**src/rtl/seq_word_serializer.sv**
```systemverilog
// Parallel-in, serial-out word serializer with a one-word holding register so
// back-to-back words stream out with no idle gap between them.
module seq_word_serializer #(
    parameter int W         = 8,
    parameter bit MSB_FIRST = 1'b1,
    parameter bit IDLE_BIT  = 1'b0
) (
    input  logic          clk,
    input  logic          rst,
    input  logic [W-1:0]  in_data,
    input  logic          in_valid,
    output logic          in_ready,
    output logic          ser_bit,
    output logic          ser_vld,
    output logic          ser_last,
    output logic          busy,
    output logic [15:0]   word_cnt
);

    localparam int            CW   = $clog2(W);
    localparam logic [CW-1:0] LAST = CW'(W - 1);
    localparam int            OUT  = MSB_FIRST ? W - 1 : 0;

    typedef enum logic {IDLE, SHIFT} state_t;

    state_t        state, state_n;
    logic [W-1:0]  sr, sr_n, hr, hr_n;
    logic [CW-1:0] cnt, cnt_n;
    logic          hold_full, hold_full_n;
    logic [15:0]   word_cnt_n;
    logic          accept, last_edge;

    always_comb begin
        accept      = in_valid && in_ready;
        last_edge   = (state == SHIFT) && (cnt == LAST);
        state_n     = state;
        sr_n        = sr;
        hr_n        = hr;
        cnt_n       = cnt;
        hold_full_n = hold_full;
        word_cnt_n  = word_cnt + 16'(last_edge);
        if (state == IDLE) begin
            if (accept) begin
                sr_n    = in_data;
                cnt_n   = '0;
                state_n = SHIFT;
            end
        end else if (last_edge) begin
            // Word boundary: refill from HR first, else take a word straight in.
            cnt_n = '0;
            if (hold_full) begin
                sr_n        = hr;
                hold_full_n = 1'b0;
            end else if (accept) begin
                sr_n = in_data;
            end else begin
                state_n = IDLE;
            end
        end else begin
            cnt_n = cnt + 1'b1;
            sr_n  = MSB_FIRST ? {sr[W-2:0], 1'b0} : {1'b0, sr[W-1:1]};
            if (accept) begin
                hr_n        = in_data;
                hold_full_n = 1'b1;
            end
        end
    end

    // Outputs are registered from next-state values so each reflects the
    // bit being presented in the cycle after the edge.
    always_ff @(posedge clk) begin
        if (rst) begin
            state     <= IDLE;
            hold_full <= 1'b0;
            cnt       <= '0;
            word_cnt  <= '0;
            ser_bit   <= IDLE_BIT;
            ser_vld   <= 1'b0;
            ser_last  <= 1'b0;
            busy      <= 1'b0;
            in_ready  <= 1'b1;
        end else begin
            state     <= state_n;
            sr        <= sr_n;
            hr        <= hr_n;
            cnt       <= cnt_n;
            hold_full <= hold_full_n;
            word_cnt  <= word_cnt_n;
            ser_vld   <= (state_n == SHIFT);
            ser_bit   <= (state_n == SHIFT) ? sr_n[OUT] : IDLE_BIT;
            ser_last  <= (state_n == SHIFT) && (cnt_n == LAST);
            busy      <= (state_n == SHIFT) || hold_full_n;
            in_ready  <= !hold_full_n;
        end
    end

endmodule
```
**config.mk**
```make
export PLATFORM = sky130hd
export DESIGN_NAME = seq_word_serializer
export DESIGN_NICKNAME = d
export VERILOG_FILES = /design/src/rtl/seq_word_serializer.sv
export SDC_FILE = /design/constraint.sdc
export NUM_CORES = 1
export LEC_CHECK = 0
export ABC_AREA = 1
export ABC_CLOCK_PERIOD_IN_PS = 1940
export CAP_MARGIN = 40
export CORE_MARGIN = 10
export CORE_UTILIZATION = 40
export CTS_CLUSTER_DIAMETER = 80
export DETAILED_ROUTE_END_ITERATION = 10
export DONT_BUFFER_PORTS = 1
export PLACE_DENSITY = 0.63
export SKIP_LAST_GASP = 1
export SLEW_MARGIN = 20
export SYNTH_ARGS = -nofsm -noshare
export SYNTH_HDL_FRONTEND = slang
export SYNTH_SLANG_ARGS = --single-unit
```
**constraint.sdc**
```tcl
create_clock -name clk -period 1.94 [get_ports clk]
set_input_delay 0.485 -clock clk [delete_from_list [all_inputs] [get_ports clk]]
set_output_delay 0.485 -clock clk [all_outputs]
set_load 0.02 [all_outputs]
```
==> insert_results.sql <==
INSERT INTO impl_metrics (metric_group, metric, value, unit) VALUES
('synthesis', 'netlist-cell-type-count', '29', ''),
('detailed_routing', 'drt_first_pass_iters', '4', ''),
('final_layout', 'layout_area_overhead', '14.1', '%'),
('detailed_routing', 'detail_route.drc_violations', '0', ''),
('final_layout', 'layout.area.seq', '982', 'µm²'),
('synthesis', 'synth-warning-count', '0', ''),
('pwr', 'p_per_area', '760', 'mW/mm²'),
('run', 'drv_cap', '0', ''),
('synthesis', 'synth_top_area_share', '26.5', '%'),
('synthesis', 'ys_seq_elements', '41', ''),
('synthesis', 'primary_flip_flop_cell_chosen_by_synthesis_mapping', 'sky130_fd_sc_hd__dfxtp_1', ''),
('final_layout', 'final.fill_count', '446', ''),
('outcome', 'run_status', 'finished clean', ''),
('sta', 'post-route-min-period', '1.77', 'ns'),
('sta', 'fin_setup_tns', '0', 'ns'),
('worst_setup_path', 'crit_path_cells', 'ha_1, ha_2, nand2_2, nor2_4, ha_2, nand2_2, nor2_4, nand2_2, nor2_4, nand2_1, nand2_1, inv_1, nor2_1', ''),
('synthesis', 'combinational_family_with_the_most_area_after_synthesis', 'simple AND/OR/NAND/NOR gates', ''),
('sta', 'max_slew.worst_pin.slew', '0.435', 'ns'),
('worst_setup_path', 'timing.critical_path.buf_inv', '1', ''),
('clock_tree', 'cts.root.buffer_cell', 'sky130_fd_sc_hd__clkbuf_8', ''),
('synthesis', 'postSynthCellCount', '228', ''),
('clock_tree', 'cts.clk_slew.worst_paths', '0.08', 'ns'),
('pwr', 'power_frac_comb', '8.4', '%'),
('floorplanning', 'core_area', '0.00447', 'mm²'),
('hold_path', 'hold-path-cell-count', '1', ''),
('clock_tree', 'clock_insertion_delay_worst_skew', '0.30', 'ns'),
('worst_setup_path', 'crit-reg2reg-capture', 'word_cnt[12]$_SDFF_PP0_', ''),
('clock_tree', 'cts_hold_buf', '0', ''),
('floorplanning', 'die_height', '88.7', 'µm'),
('detailed_routing', 'routed_wire_length_per_instance', '13.8', 'µm'),
('final_layout', 'insertedDiodeCount', '0', ''),
('sta', 'setup_viol', '0', ''),
('placed_design', 'gp_congestion', '0.810', ''),
('hold_path', 'holdCritPathClass', 'input port to flop', ''),
('global_routing', 'grt_first_pass_wirelength', '6990', 'µm'),
('sta', 'hold_viol_final', '0', ''),
('floorplanning', 'design.portCount', '32', ''),
('synthesis', 'muxShareOfSynthArea', '0.530', '%'),
('final_layout', 'multiInputGateArea', '787', 'µm²'),
('placed_design', 'port_buffers', '0', ''),
('sta', 'layout_worst_path_cycle_share', '91.0', '%'),
('pwr', 'proportion_of_total_power_due_to_net_switching', '24.6', '%'),
('synthesis', 'post_synth_and_or_nand_nor_area_fraction', '25.9', '%'),
('hold_path', 'hold_path.startpoint', 'rst', ''),
('floorplanning', 'start_util', '42.2', '%'),
('floorplanning', 'floorplan.die.width', '88.7', 'µm'),
('worst_setup_path', 'critical_path_arrival', '2.00', 'ns'),
('worst_setup_path', 'critical_path_required', '2.17', 'ns'),
('detailed_routing', 'initial_drc_count', '70', ''),
('clock_tree', 'clock_sinks', '41', ''),
('worst_setup_path', 'crit_family', 'simple AND/OR/NAND/NOR gates', ''),
('global_routing', 'grt.total_usage', '11.5', '%'),
('detailed_routing', 'detailroute.via_count', '1502', ''),
('worst_setup_path', 'rr_worst_depth', '13', ''),
('worst_setup_path', 'worstSetupPathType', 'flop to flop', ''),
('detailed_routing', 'drtAntennaViolNets', '0', ''),
('synthesis', 'ys_async_sr_fraction', '0', '%'),
('detailed_routing', 'finalWirelength', '4130', 'µm'),
('floorplanning', 'rows', '24', ''),
('floorplanning', 'design.die.area', '0.00787', 'mm²'),
('pwr', 'power_frac_clock', '33.4', '%'),
('global_routing', 'number_of_global_route_vias_before_repair', '1501', ''),
('synthesis', 'yosys.cell_count.top_type', 'sky130_fd_sc_hd__nand2_1', ''),
('synthesis', 'synth_xor_xnor_area_share', '1.39', '%'),
('synthesis', 'syn-cell-area', '0.00189', 'mm²'),
('worst_setup_path', 'timing.critical_path.fanout_max', '4', ''),
('worst_setup_path', 'crit_slowest_cell', 'sky130_fd_sc_hd__dfxtp_1', ''),
('sta', 'clock-skew-final', '0.0110', 'ns'),
('global_routing', 'overflow', '0', ''),
('final_layout', 'layout-drive-gt1-share', '17.0', '%'),
('pwr', 'internal-power', '1.24', 'mW');
kinds of logic after synthesis:
kind of cell	count (synthesis)
AOI/OAI and AO/OA	28
DFF	41
and+or+nand+nor	114
buffers and inverters	37
muxes	1
xor gates and xnor gates	3
adders and majority gates	4
worst max-delay path by stage:
stage / startpoint / to / slack [ns] / depth (start not counted)
floorplan: cnt[0]$_SDFF_PP0_ / hr[0]$_DFFE_PP_ / 0.03 / 5
global placement: cnt[0]$_SDFF_PP0_ / word_cnt[12]$_SDFF_PP0_ / 0.15 / 13
detailed placement: cnt[0]$_SDFF_PP0_ / word_cnt[12]$_SDFF_PP0_ / 0.09 / 13
CTS: cnt[0]$_SDFF_PP0_ / word_cnt[12]$_SDFF_PP0_ / 0.05 / 13
global route: cnt[1]$_SDFF_PP0_ / word_cnt[12]$_SDFF_PP0_ / 0.01 / 13
finish: cnt[1]$_SDFF_PP0_ / word_cnt[12]$_SDFF_PP0_ / 0.17 / 13
sequential cells by signal, summed over array words and instances (netlist names):
name	cells
word_cnt	16
hr	8
sr	8
cnt	3
busy	1
hold_full	1
in_ready	1
ser_bit	1
ser_last	1
state	1
cell usage in the layout, fill, tap and decap left out:
cell type,synthesis,final
sky130_fd_sc_hd__clkinvlp_4,0,1
sky130_fd_sc_hd__a22oi_1,1,1
sky130_fd_sc_hd__nor3_1,2,2
sky130_fd_sc_hd__dfxtp_1,25,24
sky130_fd_sc_hd__buf_4,1,15
sky130_fd_sc_hd__nand2_1,52,50
sky130_fd_sc_hd__edfxtp_1,16,16
sky130_fd_sc_hd__xor2_1,3,3
sky130_fd_sc_hd__clkbuf_8,0,5
sky130_fd_sc_hd__o21ai_4,1,1
sky130_fd_sc_hd__clkinv_1,0,1
sky130_fd_sc_hd__nand3_2,1,1
sky130_fd_sc_hd__nand3_1,14,14
sky130_fd_sc_hd__o21bai_1,1,1
sky130_fd_sc_hd__clkbuf_1,1,1
sky130_fd_sc_hd__o21ai_0,6,6
sky130_fd_sc_hd__nor2_2,5,2
sky130_fd_sc_hd__nor2_1,31,31
sky130_fd_sc_hd__o211ai_1,10,10
sky130_fd_sc_hd__nand4_1,2,2
sky130_fd_sc_hd__nand2_2,4,6
sky130_fd_sc_hd__ha_2,0,2
sky130_fd_sc_hd__ha_1,4,2
sky130_fd_sc_hd__dfxtp_2,0,1
sky130_fd_sc_hd__nor2_4,0,3
sky130_fd_sc_hd__or2_0,1,1
sky130_fd_sc_hd__inv_1,29,29
sky130_fd_sc_hd__o221ai_1,1,1
sky130_fd_sc_hd__mux2i_1,1,1
sky130_fd_sc_hd__a21oi_1,7,7
sky130_fd_sc_hd__inv_2,4,4
sky130_fd_sc_hd__and3_1,1,1
sky130_fd_sc_hd__or2_2,1,1
sky130_fd_sc_hd__a31oi_1,1,1
layout make-up:
cell class | count | share of cell area (%)
clock inverters | 2 | 0.523
flip-flops and latches | 41 | 45.6
multi-input cells | 150 | 36.5
repair buffers | 15 | 5.23
well taps | 52 | 3.02
clock buffers | 6 | 3.37
inverters | 33 | 5.75
per-stage QoR:
step	utilization, %	hold slack, ns	worst slack (ns)	area, µm²	instances
5_1_grt	48.2	0.233	0.0133	2150	299
2_1_floorplan	-	0.464	0.0304	1890	228
3_3_place_gp	45.7	0.482	0.146	2040	291
6_report	48.2	0.241	0.174	2150	299
4_1_cts	47.6	0.233	0.0504	2130	299
3_5_place_dp	45.7	0.481	0.0893	2040	291
power groups by stage:
stage,logic [mW],clock network [mW],registers (mW)
5_1_grt,0.157,0.596,0.958
3_5_place_dp,0.138,0,0.974
2_1_floorplan,0.0975,0,0.975
4_1_cts,0.139,0.565,0.954
6_report,0.137,0.547,0.954
3_3_place_gp,0.137,0,0.973
what timing repair did:
item,CTS,global route
setup buffers,0,0
resized for setup,0,8
setup endpoints to repair,0,3
per-layer routing:
metal	track usage (%)	vias to the layer above	share of wire, %	wire, µm
met3	5.79	7	10	431
met1	12.5	693	41	1690
met2	18.3	31	47	1930
li1	-	771	-	-
met5	0	-	0	0
met4	5.73	0	1.9	78
Note: power is estimated with default switching activity, not from simulation.
